`src/rtl/mips_cpu_ctrl_fsm.sv`:
```
// Multi-cycle FETCH/DECODE/EXEC/MEM/WB sequencer with Avalon waitrequest stalls and a bus watchdog.
// Optional performance counters are enabled by defining CTRL_PERF_CNT_EN.
module mips_cpu_ctrl_fsm #(
  parameter int unsigned MEM_TIMEOUT = 16
) (
  input  logic        clk,
  input  logic        rst_n,
  input  logic [5:0]  opcode,
  input  logic [5:0]  funct,
  input  logic        sig_branch,
  input  logic        jr_target_zero,
  input  logic        mem_waitrequest,
  output logic        mem_read,
  output logic        mem_write,
  output logic        ir_write,
  output logic        pc_write,
  output logic [1:0]  pc_src,
  output logic        reg_write,
  output logic        active,
  output logic        bus_error,
  output logic [2:0]  state
`ifdef CTRL_PERF_CNT_EN
  ,
  output logic [31:0] instr_retired,
  output logic [31:0] stall_cycles
`endif
);

  typedef enum logic [2:0] {
    S_IDLE   = 3'd0,
    S_FETCH  = 3'd1,
    S_DECODE = 3'd2,
    S_EXEC   = 3'd3,
    S_MEM    = 3'd4,
    S_WB     = 3'd5,
    S_HALT   = 3'd6
  } state_t;

  state_t      state_reg, state_next;
  logic [7:0]  wait_cnt_reg;
  logic        bus_error_reg;
  logic        in_access;
  logic        timeout;
  logic        is_lw;
  logic        is_sw;
  logic        jr_halt;

  assign in_access = (state_reg == S_FETCH) || (state_reg == S_MEM);
  // Timeout is decided by the counter alone, so a waitrequest dropping on that cycle is ignored.
  assign timeout   = in_access && (MEM_TIMEOUT != 0) && (32'(wait_cnt_reg) == MEM_TIMEOUT);
  assign is_lw     = (opcode == 6'h23);
  assign is_sw     = (opcode == 6'h2B);
  assign state     = state_reg;
  assign bus_error = bus_error_reg | timeout;

  always_comb begin
    state_next = state_reg;
    mem_read   = 1'b0;
    mem_write  = 1'b0;
    ir_write   = 1'b0;
    pc_write   = 1'b0;
    pc_src     = 2'd0;
    reg_write  = 1'b0;
    active     = 1'b0;
    jr_halt    = 1'b0;
    case (state_reg)
      S_IDLE: state_next = S_FETCH;
      S_FETCH: begin
        active = 1'b1;
        if (timeout) begin
          state_next = S_HALT;
        end else begin
          mem_read = 1'b1;
          if (!mem_waitrequest) begin
            ir_write   = 1'b1;
            pc_write   = 1'b1;
            state_next = S_DECODE;
          end
        end
      end
      S_DECODE: begin
        active     = 1'b1;
        state_next = S_EXEC;
      end
      S_EXEC: begin
        active = 1'b1;
        case (opcode)
          6'h00: begin
            if (funct == 6'h08) begin
              if (jr_target_zero) begin
                jr_halt    = 1'b1;
                state_next = S_HALT;
              end else begin
                pc_write   = 1'b1;
                pc_src     = 2'd3;
                state_next = S_FETCH;
              end
            end else begin
              state_next = S_WB;
            end
          end
          6'h09, 6'h0A, 6'h0B, 6'h0C, 6'h0D, 6'h0E, 6'h0F: state_next = S_WB;
          6'h04, 6'h05: begin
            pc_write   = sig_branch;
            pc_src     = 2'd1;
            state_next = S_FETCH;
          end
          6'h02: begin
            pc_write   = 1'b1;
            pc_src     = 2'd2;
            state_next = S_FETCH;
          end
          6'h03: begin
            pc_write   = 1'b1;
            pc_src     = 2'd2;
            state_next = S_WB;
          end
          6'h23, 6'h2B: state_next = S_MEM;
          default: state_next = S_FETCH;
        endcase
      end
      S_MEM: begin
        active = 1'b1;
        if (timeout) begin
          state_next = S_HALT;
        end else begin
          // IR is not reloaded until the next FETCH, so opcode still identifies lw/sw here.
          mem_read  = is_lw;
          mem_write = is_sw;
          if (!mem_waitrequest) state_next = is_lw ? S_WB : S_FETCH;
        end
      end
      S_WB: begin
        active     = 1'b1;
        reg_write  = 1'b1;
        state_next = S_FETCH;
      end
      S_HALT: state_next = S_HALT;
      default: state_next = S_IDLE;
    endcase
  end

  always_ff @(posedge clk or negedge rst_n) begin
    if (!rst_n) begin
      state_reg     <= S_IDLE;
      wait_cnt_reg  <= 8'd0;
      bus_error_reg <= 1'b0;
    end else begin
      state_reg     <= state_next;
      bus_error_reg <= bus_error_reg | timeout;
      if ((state_next != state_reg) && ((state_next == S_FETCH) || (state_next == S_MEM)))
        wait_cnt_reg <= 8'd0;
      else if (in_access && mem_waitrequest && (wait_cnt_reg != 8'hFF))
        wait_cnt_reg <= wait_cnt_reg + 8'd1;
    end
  end

`ifdef CTRL_PERF_CNT_EN
  logic retire;
  assign retire = jr_halt || ((state_next == S_FETCH) &&
                  ((state_reg == S_EXEC) || (state_reg == S_MEM) || (state_reg == S_WB)));

  always_ff @(posedge clk or negedge rst_n) begin
    if (!rst_n) begin
      instr_retired <= 32'd0;
      stall_cycles  <= 32'd0;
    end else begin
      if (retire) instr_retired <= instr_retired + 32'd1;
      if (in_access && mem_waitrequest) stall_cycles <= stall_cycles + 32'd1;
    end
  end
`endif

endmodule
```
`config.mk`:
```
export PLATFORM = sky130hd
export DESIGN_NAME = mips_cpu_ctrl_fsm
export DESIGN_NICKNAME = d
export VERILOG_FILES = /design/src/rtl/mips_cpu_ctrl_fsm.sv
export SDC_FILE = /design/constraint.sdc
export NUM_CORES = 1
export LEC_CHECK = 0
export CORE_MARGIN = 1.5
export CORE_UTILIZATION = 51
export CTS_CLUSTER_SIZE = 12
export DETAILED_ROUTE_END_ITERATION = 8
export GPL_TIMING_DRIVEN = 1
export HOLD_SLACK_MARGIN = 0.03
export PLACE_DENSITY_LB_ADDON = 0.12
export SLEW_MARGIN = 10
export SYNTH_ARGS = -nofsm -noshare
export SYNTH_HDL_FRONTEND = slang
export SYNTH_SLANG_ARGS = --single-unit
```
`constraint.sdc`:
```
create_clock -name clk -period 3.2 [get_ports clk]
set_input_delay 0.64 -clock clk [delete_from_list [all_inputs] [get_ports clk]]
set_output_delay 0.64 -clock clk [all_outputs]
set_load 0.02 [all_outputs]
```
After elaboration in Yosys (flattened, before gate mapping)
Index checks and enable logic that the tools add are counted.
W data, S select, Z words.
{"block": "op_classes", "muxes": 29, "eq_ne": 25, "magnitude_cmp": 0, "multipliers": 0, "div_mod_pow": 0, "n_shift": 0, "n_addsub": 1, "n_bitwise": 1, "reduce_logical": 15}
{"operator": "$eq A6 B4 Y1 const B", "n": 8}
{"operator": "$mux W3", "n": 7}
{"operator": "$pmux W3 S6", "n": 1}
{"operator": "$mux W8", "n": 2}
{"operator": "$eq A3 B3 Y1 const B", "n": 4}
{"operator": "$eq A6 B2 Y1 const B", "n": 2}
{"operator": "$eq A6 B3 Y1 const B", "n": 2}
{"operator": "$eq A6 B6 Y1 const B", "n": 2}
{"operator": "$mux W1", "n": 11}
{"operator": "$pmux W3 S3", "n": 1}
{"operator": "$add A8 B1 Y8 const B", "n": 1}
{"operator": "$eq A8 B5 Y1 const B", "n": 1}
{"operator": "$ne A8 B8 Y1 const B", "n": 1}
{"operator": "$reduce_or A2 Y1", "n": 4}
{"operator": "$reduce_or A8 Y1", "n": 1}
{"operator": "$eq A3 B1 Y1 const B", "n": 2}
{"operator": "$eq A3 B2 Y1 const B", "n": 2}
{"operator": "$logic_not A6 Y1", "n": 1}
{"operator": "$mux W2", "n": 3}
{"operator": "$pmux W2 S3", "n": 1}
{"operator": "$reduce_or A5 Y1", "n": 1}
{"operator": "$logic_and A1 B1 Y1", "n": 4}
{"operator": "$pmux W1 S2", "n": 2}
{"operator": "$logic_not A3 Y1", "n": 1}
{"operator": "other kinds (5)", "n": 6}
{"block": "word_totals", "ram_bits": 0, "latch_bits": 0, "inputBits": 17, "rom_bits": 0, "out_inout_bits": 12, "mem_count": 0, "word_cells": 74, "regBits": 12}

Depth between registers and ports, before layout
Gate-level depths: netlist of the first run.
{"block": "depth", "word_depth": 9, "depth_mapped": 8, "ltp_nobuf": 8}

Least setup slack after synthesis of the first run
No wires, ideal clock.
{"block": "synth_path", "path_kind": "register to output", "start": "register wait_cnt_reg[0]", "end": "output pc_write", "slack_ps": 771, "n_path_buf": 0, "t_arrival_ps": 1789, "required_ps": 2560, "path_stages_with_launch": 8, "path_cell_list": "dfrtp_1 inv_1 ha_1 and4bb_1 nand2_1 nand2_1 nor3_1 a21o_1"}
{"block": "synth_via", "elab_chain_cells": 4}
{"item": "from (decl)", "line_no": "40", "source": "logic [7:0] wait_cnt_reg;"}
{"item": "from (signal assigned)", "line_no": "154", "source": "wait_cnt_reg <= wait_cnt_reg + 8'd1;"}
{"item": "$eq A8 B5 Y1", "line_no": "50", "source": "assign timeout = in_access && (MEM_TIMEOUT != 0) && (32'(wait_cnt_reg) == MEM_TIMEOUT);"}
{"item": "$logic_and A1 B1 Y1", "line_no": "50"}
{"item": "$mux W1", "line_no": "70", "source": "if (timeout) begin"}
{"item": "$pmux W1 S2", "line_no": "66", "source": "case (state_reg)"}
{"item": "to (decl)", "line_no": "16", "source": "output logic pc_write,"}
Every way passes these cells.

Worst setup path after layout of the first run
{"block": "layout_path", "start": "input opcode[2]", "end": "output mem_read"}
{"block": "layout_via", "elab_chain_cells": 3}
{"item": "from (decl)", "line_no": "8", "source": "input logic [5:0] opcode,"}
{"item": "$eq A6 B6 Y1", "line_no": "51", "source": "assign is_lw = (opcode == 6'h23);"}
{"item": "$mux W1", "line_no": "124", "source": "if (timeout) begin"}
{"item": "$pmux W1 S2", "line_no": "66"}
{"item": "to (decl)", "line_no": "13", "source": "output logic mem_read,"}
Every way passes these cells.

==> results, run 1 <==
- The run finished with clean final reports.
- Dividing the detail-routed wire length by the instance count gives 14.49 µm.
- The ratio of routed vias to standard cells is 5.859.
- The number of buffers and inverters on the critical path is 2.
- The cell count after synthesis came out at 122.
- STA classifies the critical path endpoint as a primary output.
- The pin count of the biggest net entering global routing is 16.
- Clock tree synthesis inserted a total of 3 buffers.
- The clock tree buffer depth is 2.
- The maximum fanout count along the critical path is 4.
- The type of the tightest min-delay check is flop to flop.
- The number of nets handed over by synthesis was 141.
- The number of cells traversed by the worst register-to-register path is 6.
- Clock skew on the completed layout was measured at 4.987 ps.
- The number of setup violations in the final report is 0.
- 0 antenna diodes ended up in the layout.
- The worst path needs 3015 ps of the cycle, external delays included.
- The wire-length estimate of the detail-placed layout is 2.098 mm.
- In this run the most critical hold path is launched from bus_error_reg.
- The endpoint arrival time on the critical path is 2380 ps.
- The slowest stage of the critical path belongs to the cell sky130_fd_sc_hd__clkdlybuf4s50_1.
- In this run, post-CTS hold repair placed 0 buffers.
- The fraction of synthesis flops using an asynchronous set or reset pin is 100.0%.
- The initial core utilization is 53.95%.
- The number of vias in the routed layout is 1078.
- The setup path with the least slack is of type input port to primary output.
- The startpoint identified for the worst register-to-register timing path is state[0].
- During placement, the flow inserted port buffers numbering 28.
- The weighted congestion at the end of routability-driven global placement is 0.8694.
- The die width is 48.56 µm.
- The number of warnings issued by yosys is 0.
- The post-route setup TNS is 0 ps.
- The critical path data required time is 2560 ps.
- The total number of placement rows is 16.
- The wire length of the first global-routing pass is 4.498 mm.
- The net count reported at finish is 178.
- Walking the worst path, the cells encountered are clkdlybuf4s50_1, nor2b_4, nand4b_2, or3_1, a21oi_1, dlygate4sd2_1.
- The maximum clock frequency is 331.7 MHz.
- The endpoint identified for the worst register-to-register timing path is wait_cnt_reg[6].
- After synthesis, flip-flops and latches occupy 28.37% of the total area.
- The remaining number of nets flagged by the antenna check after routing is 0.
- On the worst path, the slowest cell contributes a delay of 520 ps.
- The top cell type by area accounts for 28.37% of the synthesized area.
- Measured along the y axis, the die boundary spans 48.56 µm.
- The measured slew at the worst slew-check pin is 545.2 ps.
- The first-pass iteration count of the detailed router is 4.
- The clock root buffer master is sky130_fd_sc_hd__clkbuf_4.
- The cell area that synthesis handed to floorplanning was 0.001059 mm².
- The analysis attributes to cell leakage a power of 0.0006566 µW.
- The leading cell type by number of instances after synthesis is sky130_fd_sc_hd__a21oi_1.
- The kind of cell with the highest combined delay along the critical path is buffers and inverters.
- After synthesis, the cell types taking the most area are sky130_fd_sc_hd__dfrtp_1, sky130_fd_sc_hd__a21oi_1, sky130_fd_sc_hd__nand2_1.
- The layout has 167 filler cells.
- The number of flip-flops in the largest register is 8.
- The synthesized design spends more area on one cell type than any other, namely sky130_fd_sc_hd__dfrtp_1.
- The commonest cells after synthesis are sky130_fd_sc_hd__a21oi_1, sky130_fd_sc_hd__dfrtp_1, sky130_fd_sc_hd__nand2_1.
- The count of final hold-check violations is 0.
- Buffers added to address setup during post-CTS repair amount to 0.
- The worst slew slack as a fraction of its limit is 63.54%.
- The DRC violations left is 0.
- For this block, the initial DRC count from the detailed router was 18.
- The count of distinct cell types in the synthesized netlist is 41.
- The multi-input logic area is 716.9 µm².
- In the finished design, the share of the clock period the worst path needs comes to 94.23%.
- Setup repair after global routing left no endpoint under its margin.
- The number of antenna violations at the first check in global routing is 0.
- The via count of the first global-routing pass is 1032.
- The element type at the critical path start is an input port.
- The core outline area is 0.001962 mm².
- The area added between synthesis and finish is 36.88%.
- The final-report max-slew violation count was 0.
- The global-route usage over all layers is 23.98%.
- Across the run, the number of max-cap violations was 0.
- The setup slack of the worst register-to-register path is 1020 ps.
- Along the worst hold path, the cell count comes to 1.
- The path with the worst hold slack has its endpoint at bus_error_reg.
- The leading register cell type out of synthesis is sky130_fd_sc_hd__dfrtp_1.
- The top-level I/O count is 29.
- The post-route total power is 841.4 µW.
- The number of levels the H-tree was split into is 1.
- The number of enable flip-flop cells after synthesis is 0.
- Global routing finished with a remaining overflow of 0.
- The ratio of cells with drive above 1 in the final layout is 14.65%.
- Summing all flip-flop and latch instances after layout gives 300.3 µm².
- The worst hold slack is 460.6 ps.
- The routed wire length is 2.667 mm.
- The die covers 0.002358 mm².
- Dividing the synthesized area by the synthesized cell count gives 8.676 µm².
- The sink count of the clock tree is 12.
- In this run, synthesis produced a sequential element count of 12.
- The clock-pin transition on the worst setup and hold timing paths is 60 ps.
- The clock insertion delay at the later pin of the skew report is 260 ps.
- The maximum ir drop on the vdd rail is 0.0004528 V.
- The areal power density over the cells is 580.7 mW/mm².
- The clock tree from TritonCTS is yes.
-- logic make-up after synthesis --
kind of cell	count (synthesis)	share of synthesized area, %
flops	12	28.37
buf+inv	11	4.610
simple gates	53	31.92
compound gates	37	26.95
fa+ha+maj	2	2.364
xor+xnor	7	5.792
-- cell usage in the layout, fill, tap and decap left out, types with 3 or more instances in the layout --
cell type,synthesis,routed
sky130_fd_sc_hd__nor3_1,5,5
sky130_fd_sc_hd__nand2_1,10,10
sky130_fd_sc_hd__clkdlybuf4s50_1,0,23
sky130_fd_sc_hd__inv_1,5,5
sky130_fd_sc_hd__or3_1,4,4
sky130_fd_sc_hd__dlygate4sd2_1,0,3
sky130_fd_sc_hd__clkbuf_4,0,3
sky130_fd_sc_hd__buf_4,0,10
sky130_fd_sc_hd__nor2_1,7,7
sky130_fd_sc_hd__xor2_1,4,4
sky130_fd_sc_hd__nand4_1,5,5
sky130_fd_sc_hd__dfrtp_1,12,12
sky130_fd_sc_hd__xnor2_1,3,3
sky130_fd_sc_hd__a21oi_1,17,17
sky130_fd_sc_hd__o21ai_0,3,3
-- per-stage QoR --
stage | setup slack, ps | utilization (%) | instances | instance area, µm²
2_1_floorplan | 771.1 | - | 122 | 1059
3_3_place_gp | -16.44 | 72.26 | 181 | 1418
3_5_place_dp | -64.64 | 72.26 | 181 | 1418
4_1_cts | 42.11 | 73.28 | 184 | 1438
5_1_grt | 44.80 | 73.85 | 184 | 1449
6_report | 184.8 | 73.85 | 184 | 1449
-- worst register-to-register path, stage by stage, from the launching register on --
cell and delay (ps):
sky130_fd_sc_hd__dfrtp_1 570, sky130_fd_sc_hd__nand2b_1 260, sky130_fd_sc_hd__o21ai_0 260, sky130_fd_sc_hd__o2bb2ai_2 190, sky130_fd_sc_hd__o32ai_2 130, sky130_fd_sc_hd__a311oi_4 500, sky130_fd_sc_hd__a21oi_1 130
-- how the worst max path moves through the flow --
| stage | startpoint | to | slack (ps) | depth (start not counted) |
|---|---|---|---|---|
| after floorplan | wait_cnt_reg[0] | pc_write | 770 | 7 |
| after global placement | opcode[4] | pc_write | -20 | 5 |
| after detailed placement | opcode[4] | pc_write | -60 | 5 |
| after CTS | opcode[2] | mem_write | 40 | 6 |
| after global routing | wait_cnt_reg[0] | ir_write | 40 | 7 |
| final | opcode[2] | mem_read | 180 | 6 |
-- where the power goes --
| part | total, µW | internal [µW] | switching [µW] |
|---|---|---|---|
| clock | 86.8 | 43.4 | 43.4 |
| sequential | 222 | 174 | 47.4 |
| combinational | 533 | 222 | 311 |
-- layout make-up --
cell class	instances	share of cell area, %
multi-input combinational	99	49.48
timing repair buffer	38	24.61
sequential	12	20.73
tap	27	2.332
clock buffer	3	1.554
inverter	5	1.295
-- what timing repair did --
action,CTS,global route
gates cloned,0,0
resized for setup,4,3
endpoints found under the setup margin,3,3
-- routing by layer --
metal,wire [µm],vias up,track usage [%]
li1,-,533,-
met1,1113,511,26.67
met2,1429,29,46.53
met3,86,5,2.160
met4,37,0,9.524
met5,0,-,0
(Power assumes the default switching activity.)
==> run 2, diff against run 1 <==
Settings changed: TNS_END_PERCENT set to 30.
==> results of run 2 <==
Final layout, timing and power as in run 1 (identical DEF).
